### config.mk
export PLATFORM = sky130hd
export DESIGN_NAME = mux4_arb
export DESIGN_NICKNAME = d
export VERILOG_FILES = /design/src/rtl/mux4_arb_pkg.sv /design/src/rtl/rr_pick4.sv /design/src/rtl/mux4_arb.sv
export SDC_FILE = /design/constraint.sdc
export NUM_CORES = 1
export LEC_CHECK = 0
export BUFFER_PORTS_ARGS = -buffer_cell sky130_fd_sc_hd__buf_2
export CORE_UTILIZATION = 40
export CTS_CLUSTER_SIZE = 28
export DETAILED_ROUTE_END_ITERATION = 8
export PLACE_DENSITY = 0.65
export SYNTH_ARGS = -nofsm -noshare
export SYNTH_HDL_FRONTEND = slang
export SYNTH_SLANG_ARGS = --single-unit
### constraint.sdc
create_clock -name clk -period 4.8 [get_ports clk]
set_input_delay 1.44 -clock clk [delete_from_list [all_inputs] [get_ports clk]]
set_output_delay 1.44 -clock clk [all_outputs]
set_load 0.02 [all_outputs]
### src/rtl/mux4_arb_pkg.sv
// Shared definitions for the four-way packet-aware round-robin arbiter:
// state encoding, requester count and the round-robin scan helpers.
package mux4_arb_pkg;

   localparam int unsigned N_REQ = 4;

   typedef enum logic {
      ST_IDLE = 1'b0,
      ST_BUSY = 1'b1
   } st_e;

   // k-th candidate in the scan that starts just after the last owner:
   // k=0 -> ptr+1, k=1 -> ptr+2, k=2 -> ptr+3, k=3 -> ptr (all modulo 4).
   function automatic logic [1:0] rr_slot(input logic [1:0] ptr, input logic [1:0] k);
      return ptr + 2'd1 + k;
   endfunction

   // One-hot grant vector for a requester index.
   function automatic logic [3:0] onehot4(input logic [1:0] idx);
      return 4'b0001 << idx;
   endfunction

endpackage

### src/rtl/rr_pick4.sv
// Combinational round-robin picker: returns the first unmasked requester,
// scanning from the slot after ptr and wrapping back around to ptr itself.
module rr_pick4
   import mux4_arb_pkg::*;
(
   input  logic [3:0] req,
   input  logic [3:0] mask,
   input  logic [1:0] ptr,
   output logic       any,
   output logic [1:0] idx
);

   logic [3:0] eff_s;

   assign eff_s = req & ~mask;

   // Walk the scan order once; the first eligible slot wins.
   always_comb begin
      logic       found_v;
      logic [1:0] cand_v;
      logic [1:0] idx_v;
      found_v = 1'b0;
      idx_v   = 2'd0;
      cand_v  = 2'd0;
      for (int k = 0; k < int'(N_REQ); k++) begin
         cand_v = rr_slot(ptr, 2'(k));
         if (!found_v && eff_s[cand_v]) begin
            found_v = 1'b1;
            idx_v   = cand_v;
         end else begin
            found_v = found_v;
         end
      end
      any = found_v;
      idx = idx_v;
   end

endmodule

### src/rtl/mux4_arb.sv
// Four-requester packet-aware round-robin arbiter driving a 4:1 data mux.
// A grant is held from the first beat through the beat flagged last; an
// idle watchdog reclaims the channel from an owner that stops requesting.
module mux4_arb
   import mux4_arb_pkg::*;
#(
   parameter int unsigned w = 4,
   parameter int unsigned t = 8
)(
   input  logic         clk,
   input  logic         rst_n,
   input  logic [3:0]   req,
   input  logic [3:0]   last,
   input  logic [w-1:0] d0,
   input  logic [w-1:0] d1,
   input  logic [w-1:0] d2,
   input  logic [w-1:0] d3,
   input  logic         o_ready,
   output logic         o_valid,
   output logic [w-1:0] o,
   output logic         o_last,
   output logic [3:0]   ack,
   output logic [3:0]   gnt,
   output logic [1:0]   s
);

   st_e         st_q, st_d;
   logic [1:0]  ptr_q, ptr_d;
   logic [1:0]  s_q, s_d;
   logic [3:0]  gnt_q, gnt_d;
   logic [7:0]  cnt_q, cnt_d;

   logic [1:0]   pick_ptr_s;
   logic [3:0]   pick_mask_s;
   logic         pick_any_s;
   logic [1:0]   pick_idx_s;
   logic [w-1:0] data_s;
   logic         xfer_s;
   logic         fin_s;
   logic         wd_s;
   logic         rel_s;

   assign gnt = gnt_q;
   assign s   = s_q;

   // Picker inputs: IDLE scans from the last owner; BUSY re-picks from the
   // current owner with its own request masked so rotation always moves on.
   always_comb begin
      if (st_q == ST_BUSY) begin
         pick_ptr_s  = s_q;
         pick_mask_s = onehot4(s_q);
      end else begin
         pick_ptr_s  = ptr_q;
         pick_mask_s = 4'b0000;
      end
   end

   rr_pick4 u_pick (
      .req  (req),
      .mask (pick_mask_s),
      .ptr  (pick_ptr_s),
      .any  (pick_any_s),
      .idx  (pick_idx_s)
   );

   // 4:1 data select on the registered grant index.
   always_comb begin
      case (s_q)
         2'd0:    data_s = d0;
         2'd1:    data_s = d1;
         2'd2:    data_s = d2;
         2'd3:    data_s = d3;
         default: data_s = {w{1'b0}};
      endcase
   end

   // Release conditions: final beat of a packet, or owner idle for t cycles.
   always_comb begin
      xfer_s = req[s_q] & o_ready;
      fin_s  = xfer_s & last[s_q];
      wd_s   = ~req[s_q] & (cnt_q == 8'(t - 1));
      rel_s  = fin_s | wd_s;
   end

   // Channel outputs; forced quiet in IDLE and while reset is asserted so a
   // mid-packet reset never acknowledges a beat.
   always_comb begin
      o_valid = 1'b0;
      o       = {w{1'b0}};
      o_last  = 1'b0;
      ack     = 4'b0000;
      if (rst_n && (st_q == ST_BUSY)) begin
         o_valid = req[s_q];
         o       = data_s;
         o_last  = last[s_q] & req[s_q];
         ack     = onehot4(s_q) & {4{xfer_s}};
      end else begin
         o_valid = 1'b0;
      end
   end

   // Next-state logic for the grant FSM, owner pointer and watchdog counter.
   always_comb begin
      st_d  = st_q;
      ptr_d = ptr_q;
      s_d   = s_q;
      gnt_d = gnt_q;
      cnt_d = cnt_q;
      case (st_q)
         ST_IDLE: begin
            if (pick_any_s) begin
               s_d   = pick_idx_s;
               gnt_d = onehot4(pick_idx_s);
               cnt_d = 8'd0;
               st_d  = ST_BUSY;
            end else begin
               st_d  = ST_IDLE;
            end
         end
         ST_BUSY: begin
            if (rel_s) begin
               ptr_d = s_q;
               cnt_d = 8'd0;
               if (pick_any_s) begin
                  // Back-to-back hand-over: no idle bubble.
                  s_d   = pick_idx_s;
                  gnt_d = onehot4(pick_idx_s);
                  st_d  = ST_BUSY;
               end else begin
                  gnt_d = 4'b0000;
                  st_d  = ST_IDLE;
               end
            end else if (xfer_s) begin
               cnt_d = 8'd0;
            end else if (!req[s_q]) begin
               cnt_d = cnt_q + 8'd1;
            end else begin
               // Backpressure: owner still requesting, hold grant and count.
               cnt_d = cnt_q;
            end
         end
         default: begin
            st_d  = ST_IDLE;
            gnt_d = 4'b0000;
         end
      endcase
   end

   // State registers with synchronous active-low reset.
   always_ff @(posedge clk) begin
      if (!rst_n) begin
         st_q  <= ST_IDLE;
         ptr_q <= 2'd3;
         s_q   <= 2'd0;
         gnt_q <= 4'b0000;
         cnt_q <= 8'd0;
      end else begin
         st_q  <= st_d;
         ptr_q <= ptr_d;
         s_q   <= s_d;
         gnt_q <= gnt_d;
         cnt_q <= cnt_d;
      end
   end

endmodule

Word level (Yosys, flattened, before mapping)
Cells that the tools add are included.
W data, S select, Z words.
{"block": "totals", "word_cells": 87, "regBits": 17, "output_inout_bits": 16}
{"block": "op_classes", "n_mux": 42, "bitwise_logic": 10, "n_reduce_logical": 11, "shift": 2, "n_eq_ne": 7, "n_lt_le_gt_ge": 5, "addsub": 5}
{"operator": "$mux W8", "count": 4}
{"operator": "$mux W4", "count": 6}
{"operator": "$pmux W4 S4", "count": 1}
{"operator": "$pmux W8 S2", "count": 1}
{"operator": "$lt A2 B3 Y1 const B", "count": 5}
{"operator": "$mux W1", "count": 14}
{"operator": "$mux W2", "count": 7}
{"operator": "$bmux W1 S2", "count": 6}
{"operator": "$add A8 B1 Y8 const B", "count": 1}
{"operator": "$and A4 B4 Y4", "count": 2}
{"operator": "$eq A8 B3 Y1 const B", "count": 1}
{"operator": "$pmux W4 S2", "count": 1}
{"operator": "$shl A1 B2 Y4 const A", "count": 2}
{"operator": "$reduce_and A2 Y1", "count": 3}
{"operator": "$add A2 B1 Y2 const B", "count": 2}
{"operator": "$add A2 B2 Y2 const B", "count": 2}
{"operator": "$and A1 B1 Y1", "count": 4}
{"operator": "$eq A2 B2 Y1 const B", "count": 2}
{"operator": "$logic_and A1 B1 Y1", "count": 4}
{"operator": "$ne A4 B4 Y1 const B", "count": 1}
{"operator": "$not A4 Y4", "count": 1}
{"operator": "$pmux W2 S2", "count": 1}
{"operator": "$logic_not A1 Y1", "count": 3}
{"operator": "$eq A2 B1 Y1 const B", "count": 1}
{"operator": "other kinds (6)", "count": 7}

Depth between registers and ports, before layout
{"block": "depth", "word_depth": 20, "mapped_depth": 8, "ltp_nobuf": 7}

Modules after synthesis
A second synthesis with hierarchy kept.
{"block": "unflattened", "cells_unflattened": 141, "hier_area_um2": 1261.2}
{"module": "mux4_arb", "instances": 1, "cells_each": 124, "area_each_um2": 1129.8}
{"module": "rr_pick4", "instances": 1, "cells_each": 17, "area_each_um2": 131.4}

Worst setup path before layout
No wires, ideal clock.
{"block": "synth_path", "kind": "input to output", "from": "input port req[3]", "to": "output port ack[2]", "arrival_ps": 2798, "n_path_buf": 1, "required_ps": 3360, "stages": 5, "slack_ps": 562, "path_cell_list": "buf_6 mux4_2 and3_1 nand2_1 nor3b_1"}
{"block": "synth_between", "elab_chain_cells": 5}
{"item": "from (decl)", "line_no": "mux4_arb.sv:12", "text": "input logic [3:0] req,"}
{"item": "$bmux W1 S2", "line_no": "mux4_arb.sv:79", "text": "xfer_s = req[s_q] & o_ready;"}
{"item": "$mux W1 (implied by the code)", "line_no": "mux4_arb.sv:79"}
{"item": "$and A1 B1 Y1", "line_no": "mux4_arb.sv:79"}
{"item": "$and A4 B4 Y4", "line_no": "mux4_arb.sv:96", "text": "ack = onehot4(s_q) & {4{xfer_s}};"}
{"item": "$mux W4", "line_no": "mux4_arb.sv:92", "text": "if (rst_n && (st_q == ST_BUSY)) begin"}
{"item": "to (decl)", "line_no": "mux4_arb.sv:22", "text": "output logic [3:0] ack,"}
Every way passes these cells. The select of a mux whose other input is x is not followed.

Final worst setup path
{"block": "layout_path", "from": "input port req[0]", "to": "output port ack[3]"}
The elaborated chain is that of the path after synthesis.

==> impl_metrics.json <==
{
  "status": "finished clean",
  "fp.dieW_um": 61.3,
  "fp.coreArea_mm2": 0.00336,
  "met2_usage": 0.331,
  "port-buffer-count": 42,
  "ir_worst_vdd_uv": 137,
  "whs_path_depth": 2,
  "drt-pass1-iter-count": 4,
  "numCtsBuffers": 3,
  "place_congestion": 0.840,
  "p_comb_frac": 0.455,
  "netlist_area_mm2": 0.00141,
  "final_antenna_net_count": 0,
  "synth_edf_count": 0,
  "drc": 0,
  "end_kind": "primary output",
  "cts_max_level": 1,
  "cts.sink_count": 17,
  "path_class": "in -> out",
  "fin_cells": 257,
  "endpoint": "ack[3]",
  "grt_busiest_layer": "met2",
  "grt_overflow": 0,
  "critPathMaxFanout": 15,
  "regToRegStartpoint": "s[0]$_SDFFE_PN0P_",
  "start_kind": "primary input",
  "power_density_mw_per_mm2": 265,
  "syn_nets": 203,
  "p_sw_mw": 0.167,
  "cp.required_ps": 3360,
  "switching_share": 0.382,
  "grt_pass1_wl_um": 5350,
  "die_y_um": 61.3,
  "routedWlPerCell_um": 12.4,
  "r2r-end": "cnt_q[7]$_SDFFE_PN0P_",
  "final_max_slew_viol_count": 0,
  "ios": 43,
  "critPathLaunch": "req[0]",
  "viasPerCell": 5.42,
  "fin_crit_sh": 0.874,
  "fin_setup_tns_ps": 0,
  "cts_tree": "built",
  "pwr-share-seq": 0.371,
  "clk_latency_ps": 290,
  "setup_viol": 0,
  "r2r_cells": 7,
  "max_cap_viol_count": 0,
  "post_synth.cell_area_avg_um2": 8.03,
  "leakagePower_nw": 0.740,
  "dp_hpwl_um": 2340,
  "regToRegSetupSlack_ps": 2330,
  "placed_cells_incl_taps": 253,
  "cp.arrival_ps": 2760,
  "grt.total_usage": 0.187,
  "hold_viol": 0,
  "ys_seq_elements": 17,
  "antenna_found_initial": 0,
  "cts_hold_buffers": 0,
  "post_cts_resized": 0,
  "root_buffer": "clkbuf_4",
  "dr_total_vias": 1393,
  "met1_usage": 0.242,
  "clock_skew_ps": 4.95,
  "holdWs_ps": 459,
  "area_growth_pct": 17.7,
  "met3_usage": 0.0126,
  "drt-total-wl_um": 3190,
  "worstHoldStart": "gnt[2]$_SDFFE_PN0P_",
  "synth-async-reset-ratio": 0,
  "p_int_mw": 0.271,
  "max_freq_ghz": 0.238,
  "clkPwrFrac": 0.174,
  "finalNetCount": 240,
  "die-area_mm2": 0.00375,
  "synth_warnings": 0,
  "clockBufferDepth": 2,
  "min_path_type": "reg -> reg",
  "drive_gt1_frac": 0.303,
  "syn_inst": 175,
  "cts_setup_buffers": 0,
  "drt_iter0_drc": 115,
  "rows": 21,
  "antenna_cells": 0,
  "grt_pass1_vias": 1259,
  "worst_slew_pin_slew_ps": 784,
  "synth_ff_type": "dfxtp_1",
  "synth-seq-area-share": 0.242,
  "yosysUniqueCellTypes": 51,
  "cts.clk_slew.worst_paths_ps": 90,
  "slew_headroom": 0.472,
  "period_minus_slack_ps": 4200,
  "grt_max_degree": 33,
  "rsz0062_at_grt": "no",
  "start_util": 0.418
}
-- sequential cells by signal, summed over array words and instances, names as in the netlist --
register / flops
ptr_q: 2
cnt_q: 8
s: 2
gnt: 4
st_q: 1
-- cells in the mapped netlist, types with 2 or more instances --
cell,number,area share
nor3b_1,2,0.011
nor3_1,5,0.018
and3_1,5,0.022
o22ai_1,3,0.013
nand3b_1,2,0.011
inv_1,5,0.013
nand3_1,11,0.039
o31ai_1,2,0.011
mux4_2,6,0.096
o21ai_2,2,0.012
dfxtp_1,17,0.24
nand2b_1,3,0.013
a31oi_1,2,0.0089
o21ai_0,5,0.018
nor4_1,3,0.013
buf_2,6,0.021
a21oi_1,9,0.032
nor2_1,15,0.040
a221oi_1,2,0.012
clkbuf_1,5,0.013
nand2_1,20,0.053
a211oi_1,2,0.011
xnor2_1,6,0.037
mux2i_1,10,0.071
-- worst min path at each step --
stage / to
CTS: gnt[2]$_SDFFE_PN0P_
finish: gnt[2]$_SDFFE_PN0P_
global placement: gnt[2]$_SDFFE_PN0P_
global route: gnt[3]$_SDFFE_PN0P_
floorplan: cnt_q[7]$_SDFFE_PN0P_
detailed placement: gnt[2]$_SDFFE_PN0P_
-- logic make-up after synthesis --
kind of cell / share of synthesized area
flops: 0.242
fa+ha+maj: 0.00890
mux: 0.175
simple gates: 0.293
xor+xnor: 0.0436
buf+inv: 0.0614
compound gates: 0.175
-- power groups by stage --
stage          clock network [mW]  registers (mW)  logic [mW]
2_1_floorplan                   0           0.173       0.145
3_3_place_gp                    0           0.166       0.200
3_5_place_dp                    0           0.166       0.200
4_1_cts                    0.0801           0.162       0.201
5_1_grt                    0.0842           0.164       0.224
6_report                   0.0763           0.162       0.199
-- layout make-up --
cell class	count	area, µm²
clock buffers	4	26.3
fillers	364	1710
inverters	5	18.8
multi-input cells	140	978
flip-flops and latches	17	340
well taps	46	57.6
repair buffers	45	233
-- placed cells by master (no fill, tap or decap), types with 3 or more instances in the layout --
cell | Yosys | layout
nor3_1 | 5 | 5
mux2i_1 | 10 | 10
inv_1 | 5 | 5
buf_4 | 1 | 3
nor2_1 | 15 | 15
nor4_1 | 3 | 3
clkbuf_4 | 0 | 3
o22ai_1 | 3 | 3
o21ai_0 | 5 | 5
buf_2 | 6 | 42
nand2_1 | 20 | 20
a21oi_1 | 9 | 9
nand2b_1 | 3 | 3
and3_1 | 5 | 5
mux4_2 | 6 | 6
dfxtp_1 | 17 | 17
nand3_1 | 11 | 11
xnor2_1 | 6 | 6
-- per-stage QoR --
stage	power (mW)	instance area, µm²	util	worst slack (ps)
2_1_floorplan	0.319	1410	-	562
3_3_place_gp	0.366	1630	0.484	622
3_5_place_dp	0.366	1630	0.484	617
4_1_cts	0.443	1650	0.492	610
5_1_grt	0.472	1650	0.492	544
6_report	0.438	1650	0.492	605
-- critical path, cell delays in order --
cell and delay, ps:
buf_2 180, mux4_2 540, and3_1 250, and4_1 200
buf_2 150
-- per-layer routing --
metal / up-vias / routed length, µm / part of all wire
met3: 2 / 52 / 0.016
li1: 714 / - / -
met4: 0 / 19 / 0.0060
met5: - / 0 / 0
met1: 662 / 1540 / 0.48
met2: 15 / 1580 / 0.49
No activity file was read; power rests on OpenSTA's default activity.
